==> src/rtl/dm_lsu_pkg.sv <==
// dm_lsu shared package: DMType encodings and FSM state constants.
// Optional build macro for the whole slice: DM_LSU_TIMEOUT_EN.
package dm_pkg;

  localparam logic [2:0] DM_WORD   = 3'b000;
  localparam logic [2:0] DM_HALF   = 3'b001;
  localparam logic [2:0] DM_HALF_U = 3'b010;
  localparam logic [2:0] DM_BYTE   = 3'b011;
  localparam logic [2:0] DM_BYTE_U = 3'b100;

  localparam logic [1:0] S_IDLE = 2'd0;
  localparam logic [1:0] S_REQ  = 2'd1;
  localparam logic [1:0] S_WAIT = 2'd2;
  localparam logic [1:0] S_RESP = 2'd3;

endpackage

==> src/rtl/dm_lsu_if.sv <==
// dm_lsu interfaces: core request/response side and data-memory bus side.
// No configuration macros are used in this file.
interface dm_core_if;
  logic        req_valid;
  logic        req_ready;
  logic        req_we;
  logic [2:0]  req_dmtype;
  logic [31:0] req_addr;
  logic [31:0] req_wdata;
  logic        rsp_valid;
  logic [31:0] rsp_rdata;
  logic        rsp_err;

  modport master (
    output req_valid, req_we, req_dmtype,
    output req_addr, req_wdata,
    input  req_ready, rsp_valid,
    input  rsp_rdata, rsp_err
  );

  modport slave (
    input  req_valid, req_we, req_dmtype,
    input  req_addr, req_wdata,
    output req_ready, rsp_valid,
    output rsp_rdata, rsp_err
  );
endinterface

interface dm_bus_if;
  logic        mem_req;
  logic        mem_we;
  logic [31:0] mem_addr;
  logic [3:0]  mem_be;
  logic [31:0] mem_wdata;
  logic        mem_gnt;
  logic        mem_rvalid;
  logic [31:0] mem_rdata;

  modport master (
    output mem_req, mem_we, mem_addr,
    output mem_be, mem_wdata,
    input  mem_gnt, mem_rvalid, mem_rdata
  );

  modport slave (
    input  mem_req, mem_we, mem_addr,
    input  mem_be, mem_wdata,
    output mem_gnt, mem_rvalid, mem_rdata
  );
endinterface

==> src/rtl/dm_align.sv <==
// dm_align: byte-lane enables, store replication, load extraction and
// extension, and misalign/illegal detection (purely combinational).
module dm_align
  import dm_pkg::*;
(
  input  logic [2:0]  st_dmtype,
  input  logic [1:0]  st_off,
  input  logic [31:0] st_wdata,
  input  logic [2:0]  ld_dmtype,
  input  logic [1:0]  ld_off,
  input  logic [31:0] ld_rdata,
  output logic [3:0]  be,
  output logic [31:0] wdata,
  output logic [31:0] ldata,
  output logic        bad
);

  logic is_w, is_h, is_b;
  logic [31:0] sh;

  assign is_w = (st_dmtype == DM_WORD);
  assign is_h = (st_dmtype == DM_HALF)
             || (st_dmtype == DM_HALF_U);
  assign is_b = (st_dmtype == DM_BYTE)
             || (st_dmtype == DM_BYTE_U);

  always_comb begin
    be    = 4'b0000;
    wdata = st_wdata;
    bad   = 1'b1;
    unique case (1'b1)
      is_w: begin
        be    = 4'b1111;
        bad   = (st_off != 2'b00);
      end
      is_h: begin
        be    = 4'b0011 << st_off;
        wdata = {2{st_wdata[15:0]}};
        bad   = st_off[0];
      end
      is_b: begin
        be    = 4'b0001 << st_off;
        wdata = {4{st_wdata[7:0]}};
        bad   = 1'b0;
      end
      default: ;
    endcase
  end

  assign sh = ld_rdata >> {ld_off, 3'b000};

  always_comb begin
    ldata = sh;
    case (ld_dmtype)
      DM_HALF:   ldata = {{16{sh[15]}}, sh[15:0]};
      DM_HALF_U: ldata = {16'h0, sh[15:0]};
      DM_BYTE:   ldata = {{24{sh[7]}}, sh[7:0]};
      DM_BYTE_U: ldata = {24'h0, sh[7:0]};
      default:   ldata = sh;
    endcase
  end

endmodule

==> src/rtl/dm_lsu.sv <==
// dm_lsu: single-access load/store unit with req/gnt/rvalid bus handshake.
// DM_LSU_TIMEOUT_EN adds an rvalid timeout (TIMEOUT cycles) in WAIT.
module dm_lsu
  import dm_pkg::*;
#(
  parameter int unsigned TIMEOUT = 16
) (
  input  logic       clk,
  input  logic       rstn,
  dm_core_if.slave   core,
  dm_bus_if.master   bus,
  output logic       busy
);

  logic [1:0]  state, state_n;
  logic [2:0]  r_dt;
  logic [1:0]  r_off;
  logic        r_err;
  logic [3:0]  a_be;
  logic [31:0] a_wd, a_ld;
  logic        a_bad;
  logic        accept;
  logic        to_hit;

  dm_align u_align (
    .st_dmtype (core.req_dmtype),
    .st_off    (core.req_addr[1:0]),
    .st_wdata  (core.req_wdata),
    .ld_dmtype (r_dt),
    .ld_off    (r_off),
    .ld_rdata  (bus.mem_rdata),
    .be        (a_be),
    .wdata     (a_wd),
    .ldata     (a_ld),
    .bad       (a_bad)
  );

  assign accept = core.req_valid && (state == S_IDLE);

`ifdef DM_LSU_TIMEOUT_EN
  localparam int CW = $clog2(TIMEOUT) + 1;
  logic [CW-1:0] cnt;

  assign to_hit = (state == S_WAIT) && !bus.mem_rvalid
               && (cnt == CW'(TIMEOUT - 1));

  always_ff @(posedge clk or negedge rstn) begin
    if (!rstn)
      cnt <= '0;
    else if (state == S_WAIT && !bus.mem_rvalid && !to_hit)
      cnt <= cnt + 1'b1;
    else
      cnt <= '0;
  end
`else
  logic [31:0] unused_timeout;
  assign unused_timeout = 32'(TIMEOUT);
  assign to_hit = 1'b0;
`endif

  always_comb begin
    state_n = state;
    case (state)
      S_IDLE: if (accept) state_n = a_bad ? S_RESP : S_REQ;
      S_REQ:  if (bus.mem_gnt) state_n = S_WAIT;
      S_WAIT: if (bus.mem_rvalid || to_hit) state_n = S_RESP;
      default: state_n = S_IDLE;
    endcase
  end

  always_ff @(posedge clk or negedge rstn) begin
    if (!rstn) begin
      state          <= S_IDLE;
      bus.mem_we     <= 1'b0;
      bus.mem_addr   <= '0;
      bus.mem_be     <= '0;
      bus.mem_wdata  <= '0;
      r_dt           <= '0;
      r_off          <= '0;
      r_err          <= 1'b0;
      core.rsp_rdata <= '0;
    end else begin
      state <= state_n;
      if (accept) begin
        r_err <= a_bad;
        if (!a_bad) begin
          bus.mem_we    <= core.req_we;
          bus.mem_addr  <= {core.req_addr[31:2], 2'b00};
          bus.mem_be    <= a_be;
          bus.mem_wdata <= a_wd;
          r_dt          <= core.req_dmtype;
          r_off         <= core.req_addr[1:0];
        end
      end
      // store acks leave the last load result untouched
      if (state == S_WAIT && bus.mem_rvalid) begin
        if (!bus.mem_we) core.rsp_rdata <= a_ld;
      end else if (to_hit) begin
        r_err <= 1'b1;
      end
    end
  end

  assign core.req_ready = (state == S_IDLE);
  assign core.rsp_valid = (state == S_RESP);
  assign core.rsp_err   = r_err && (state == S_RESP);
  assign bus.mem_req    = (state == S_REQ);
  assign busy           = (state != S_IDLE);

endmodule

==> src/flat_wrapper.sv <==
// flat-port wrapper written by rule: the top's interface ports become plain ports
module dm_lsu_flat import dm_pkg::*;
#(
  parameter int unsigned TIMEOUT = 16
)
  (clk, rstn, busy, core_req_valid, core_req_we, core_req_dmtype, core_req_addr, core_req_wdata, core_req_ready, core_rsp_valid, core_rsp_rdata, core_rsp_err, bus_mem_req, bus_mem_we, bus_mem_addr, bus_mem_be, bus_mem_wdata, bus_mem_gnt, bus_mem_rvalid, bus_mem_rdata);
  dm_core_if core_i ();
  dm_bus_if bus_i ();
  input  logic clk;
  input  logic rstn;
  output logic busy;
  input wire logic [$bits(core_i.req_valid)-1:0] core_req_valid;
  input wire logic [$bits(core_i.req_we)-1:0] core_req_we;
  input wire logic [$bits(core_i.req_dmtype)-1:0] core_req_dmtype;
  input wire logic [$bits(core_i.req_addr)-1:0] core_req_addr;
  input wire logic [$bits(core_i.req_wdata)-1:0] core_req_wdata;
  output wire logic [$bits(core_i.req_ready)-1:0] core_req_ready;
  output wire logic [$bits(core_i.rsp_valid)-1:0] core_rsp_valid;
  output wire logic [$bits(core_i.rsp_rdata)-1:0] core_rsp_rdata;
  output wire logic [$bits(core_i.rsp_err)-1:0] core_rsp_err;
  output wire logic [$bits(bus_i.mem_req)-1:0] bus_mem_req;
  output wire logic [$bits(bus_i.mem_we)-1:0] bus_mem_we;
  output wire logic [$bits(bus_i.mem_addr)-1:0] bus_mem_addr;
  output wire logic [$bits(bus_i.mem_be)-1:0] bus_mem_be;
  output wire logic [$bits(bus_i.mem_wdata)-1:0] bus_mem_wdata;
  input wire logic [$bits(bus_i.mem_gnt)-1:0] bus_mem_gnt;
  input wire logic [$bits(bus_i.mem_rvalid)-1:0] bus_mem_rvalid;
  input wire logic [$bits(bus_i.mem_rdata)-1:0] bus_mem_rdata;
  assign core_i.req_valid = core_req_valid;
  assign core_i.req_we = core_req_we;
  assign core_i.req_dmtype = core_req_dmtype;
  assign core_i.req_addr = core_req_addr;
  assign core_i.req_wdata = core_req_wdata;
  assign core_req_ready = core_i.req_ready;
  assign core_rsp_valid = core_i.rsp_valid;
  assign core_rsp_rdata = core_i.rsp_rdata;
  assign core_rsp_err = core_i.rsp_err;
  assign bus_mem_req = bus_i.mem_req;
  assign bus_mem_we = bus_i.mem_we;
  assign bus_mem_addr = bus_i.mem_addr;
  assign bus_mem_be = bus_i.mem_be;
  assign bus_mem_wdata = bus_i.mem_wdata;
  assign bus_i.mem_gnt = bus_mem_gnt;
  assign bus_i.mem_rvalid = bus_mem_rvalid;
  assign bus_i.mem_rdata = bus_mem_rdata;
  dm_lsu #(.TIMEOUT(TIMEOUT)) u_core (.clk(clk), .rstn(rstn), .core(core_i), .bus(bus_i), .busy(busy));
endmodule
==> config.mk <==
export PLATFORM = sky130hd
export DESIGN_NAME = dm_lsu_flat
export DESIGN_NICKNAME = d
export VERILOG_FILES = /design/src/rtl/dm_lsu_pkg.sv /design/src/rtl/dm_lsu_if.sv /design/src/rtl/dm_align.sv /design/src/rtl/dm_lsu.sv /design/src/flat_wrapper.sv
export SDC_FILE = /design/constraint.sdc
export NUM_CORES = 1
export LEC_CHECK = 0
export BUFFER_PORTS_ARGS = -buffer_cell sky130_fd_sc_hd__buf_2
export CAP_MARGIN = 10
export CORE_MARGIN = 2
export CORE_UTILIZATION = 45
export CTS_BUF_LIST = sky130_fd_sc_hd__clkbuf_8
export DETAILED_ROUTE_END_ITERATION = 7
export PLACE_DENSITY = 0.77
export SLEW_MARGIN = 10
export SYNTH_ARGS = -nofsm -noshare
export SYNTH_HDL_FRONTEND = slang
export SYNTH_SLANG_ARGS = --single-unit
export TNS_END_PERCENT = 50
==> constraint.sdc <==
create_clock -name clk -period 1.6 [get_ports clk]
set_input_delay 0.32 -clock clk [delete_from_list [all_inputs] [get_ports clk]]
set_output_delay 0.32 -clock clk [all_outputs]
set_load 0.01 [all_outputs]
==> qor.yml <==
outcome:
  status: "finished, violations left"
  violations: "negative setup slack"
clock_tree:
  path_clk_slew_ns: 0.10
  clk_latency_ns: 0.38
  clkSinkCount: 107
  root_buffer: "clkbuf_8"
  h-tree-depth: 3
  cts_inserted_buffers: 9
  cts_max_path_buffers: 2
  tritoncts: "yes"
power_and_ir_drop:
  powerDensity_mw_per_mm2: 1851
  p_leak_nw: 4.038
  ir_drop_uv: 937.1
  p_seq_share_pct: 34.4
  comb_power_share_pct: 53.6
  internal-power_mw: 8.915
  p_switching_mw: 5.349
  power_frac_clock_pct: 12.0
  netSwitchingFraction_pct: 37.50
sta:
  fin_crit_ns: 1.650
  setup_viol: 9
  setup_ws_ns: -0.04988
  slew_violations: 0
  min_period_over_period_pct: 103.1
  finalClockSkew_ns: 0.009349
  fmax_mhz: 606.1
  final-hold-violation-count: 0
  hold-worst-slack_ns: 0.1671
  rsz0062_at_grt: "true"
  fin_setup_tns_ns: -0.2018
logic_synthesis:
  synth_cell_types: 49
  syn_inst: 468
  syn_area_sq_mm: 0.005552
  synth_warnings: 0
  synthArstFlopShare_pct: 100.0
  yosysSeqAreaShare_pct: 48.23
  ys_ff_latch: 107
  synth_edf_count: 0
  yosys.area.top_type: "dfrtp_1"
  synth_ff_type: "dfrtp_1"
  synth.area.top_cells: "dfrtp_1 48%, mux2_4 17%, a21oi_1 5.0%, mux2_2 4.5%, mux2i_1 4.1%"
  synth_top_area_share_pct: 48.23
  avgSynthCellArea_sq_um: 11.86
die:
  fp.dieArea_sq_mm: 0.01324
  rows: 40
  ios: 211
  start_util_pct: 46.22
  die_w_um: 115.1
  die_y_um: 115.1
  core_region_area_sq_mm: 0.01201
global_route:
  grt_use_total_pct: 22.40
  grt_pass1_wl_um: 22980
  grt_max_degree: 79
  antenna_found_initial: 2
  grt_overflow: 0
  grt_pass1_vias: 4526
final_layout:
  antenna_cells: 0
  seqCellArea_sq_mm: 0.002679
  multi_input_area_sq_mm: 0.002829
  final_common_cell: "buf_2"
  fillers: 926
  final_cell_mix: "203 x buf_2, 106 x dfrtp_1, 75 x mux2_4"
  final_nets: 828
  area_growth_pct: 38.83
  drive_gt1_share_pct: 57.46
worst_setup_path:
  crit_path_start: "u_core.state[1]"
  end_kind: "output pin"
  worstSetupStartpointType: "flip-flop"
  crit_required_ns: 1.28
  critical_path_peak_fanout: 3
  critPathMaxStageDelay_ns: 0.42
  crit_chain: "buf_6 -> ha_4 -> and2_4 -> buf_6"
  path_class: "reg2out"
  r2r_start: "u_core.r_off[0]"
  cp_common_cell: "buf_6"
  cp.arrival_ns: 1.33
  slowest_stage: "dfrtp_1"
hold_path:
  hold_class: "in2reg"
  min-delay-start: "core_req_addr[15]"
drt:
  wl_per_cell_um: 17.71
  drc: 0
  first_pass_iters: 4
  vias_per_cell: 5.256
  totalWireLength_um: 15430
  antenna_left: 0
  initialDrtViolationCount: 275
  vias: 4578
placed_design:
  post-place-ws_ns: -0.2589
  hpwl_um: 11360
  gp_congestion: 0.8858
  io_buffers: 208
job:
  cap_violations: 0
-- synthesized netlist by cell type, types with 2 or more instances --
| cell type | instances |
|---|---|
| ha_1 | 4 |
| a211oi_1 | 3 |
| mux2_2 | 22 |
| buf_4 | 5 |
| a21oi_1 | 56 |
| or3_1 | 2 |
| nor3_1 | 3 |
| buf_1 | 2 |
| a221oi_1 | 5 |
| clkbuf_1 | 7 |
| buf_6 | 9 |
| nand2_1 | 16 |
| o21ai_0 | 17 |
| dfrtp_1 | 107 |
| mux2i_1 | 23 |
| a211o_1 | 2 |
| buf_2 | 7 |
| mux2_1 | 5 |
| a31oi_1 | 3 |
| nand2b_1 | 5 |
| inv_1 | 25 |
| nor2_1 | 43 |
| mux2_4 | 62 |
| and2_1 | 8 |
| nor2b_1 | 3 |
-- logic make-up after synthesis --
kind of cell | count (synthesis) | share of synthesized area, %
multiplexers | 113 | 26.80
AND/OR/NAND/NOR | 85 | 7.122
flip-flops | 107 | 48.23
XOR/XNOR | 1 | 0.1578
other | 1 | 0.06755
AO/OA/AOI/OAI | 101 | 11.11
buffers and inverters | 55 | 5.432
adder cells (fa/ha/maj) | 5 | 1.082
-- flip-flops by register name (all words and copies together) (netlist names) --
signal / cells
u_core.r_off: 2
u_core.state: 2
u_core.core.rsp_rdata: 32
u_core.bus.mem_addr: 30
u_core.bus.mem_be: 4
u_core.r_dt: 3
u_core.r_err: 1
u_core.bus.mem_we: 1
u_core.bus.mem_wdata: 32
-- final timing paths --
check	cells past startpoint	slack [ns]	end
min in group asynchronous	3	0.49	u_core.core.rsp_rdata[15]
setup / recovery	4	-0.05	core_rsp_err
hold reg to reg	2	0.49	u_core.core.rsp_rdata[7]
setup reg to reg	5	-0.02	u_core.core.rsp_rdata[28]
hold / removal	2	0.17	u_core.bus.mem_addr[15]
max in group asynchronous	3	0.74	u_core.bus.mem_addr[30]
-- per-layer routing --
metal  GRT usage [%]  part of all wire (%)
met1           28.92                    42
met2           37.41                    48
met3           5.377                   7.4
met4           7.068                   1.8
met5               0                     0
-- cell type report --
type	count	share of cell area, %
timing repair buffer	268	22.26
sequential	107	34.76
inverter	25	1.218
clock buffer	13	2.321
tap	147	2.386
clock inverter	3	0.3571
multi-input combinational	308	36.70
-- metrics by stage --
stage | instance area (sq um) | total power [mW] | std cells | util [%]
2_1_floorplan | 5707 | 9.105 | 469 | -
3_3_place_gp | 7148 | 11.65 | 843 | 59.51
3_5_place_dp | 7148 | 11.86 | 843 | 59.51
4_1_cts | 7476 | 13.84 | 865 | 62.24
5_1_grt | 7707 | 15.16 | 871 | 64.17
6_report | 7707 | 14.26 | 871 | 64.17
-- power by group through the flow --
stage | Clock (mW) | Combinational [mW] | Sequential (mW)
floorplan | 0 | 3.65 | 5.45
global placement | 0 | 6.78 | 4.87
detailed placement | 0 | 6.96 | 4.90
CTS | 1.76 | 7.18 | 4.90
global route | 1.85 | 8.25 | 5.06
finish | 1.71 | 7.64 | 4.91
-- worst max-delay path: cells and delay by family (launching register included) --
family	cells	cell delay, ns
AND/OR/NAND/NOR	1	0.14
buffers and inverters	2	0.25
flip-flops	1	0.42
adder cells (fa/ha/maj)	1	0.16
-- timing repair --
action                                  4_1_cts  5_1_grt
pin swaps                                     2        5
setup buffers                                 4        3
endpoints found under the setup margin       85       60
cloned                                        1        3
endpoints found under the hold margin       107        0
resized for setup                            12       36
hold buffers                                  1        0
No activity file was read; power rests on OpenSTA's default activity.
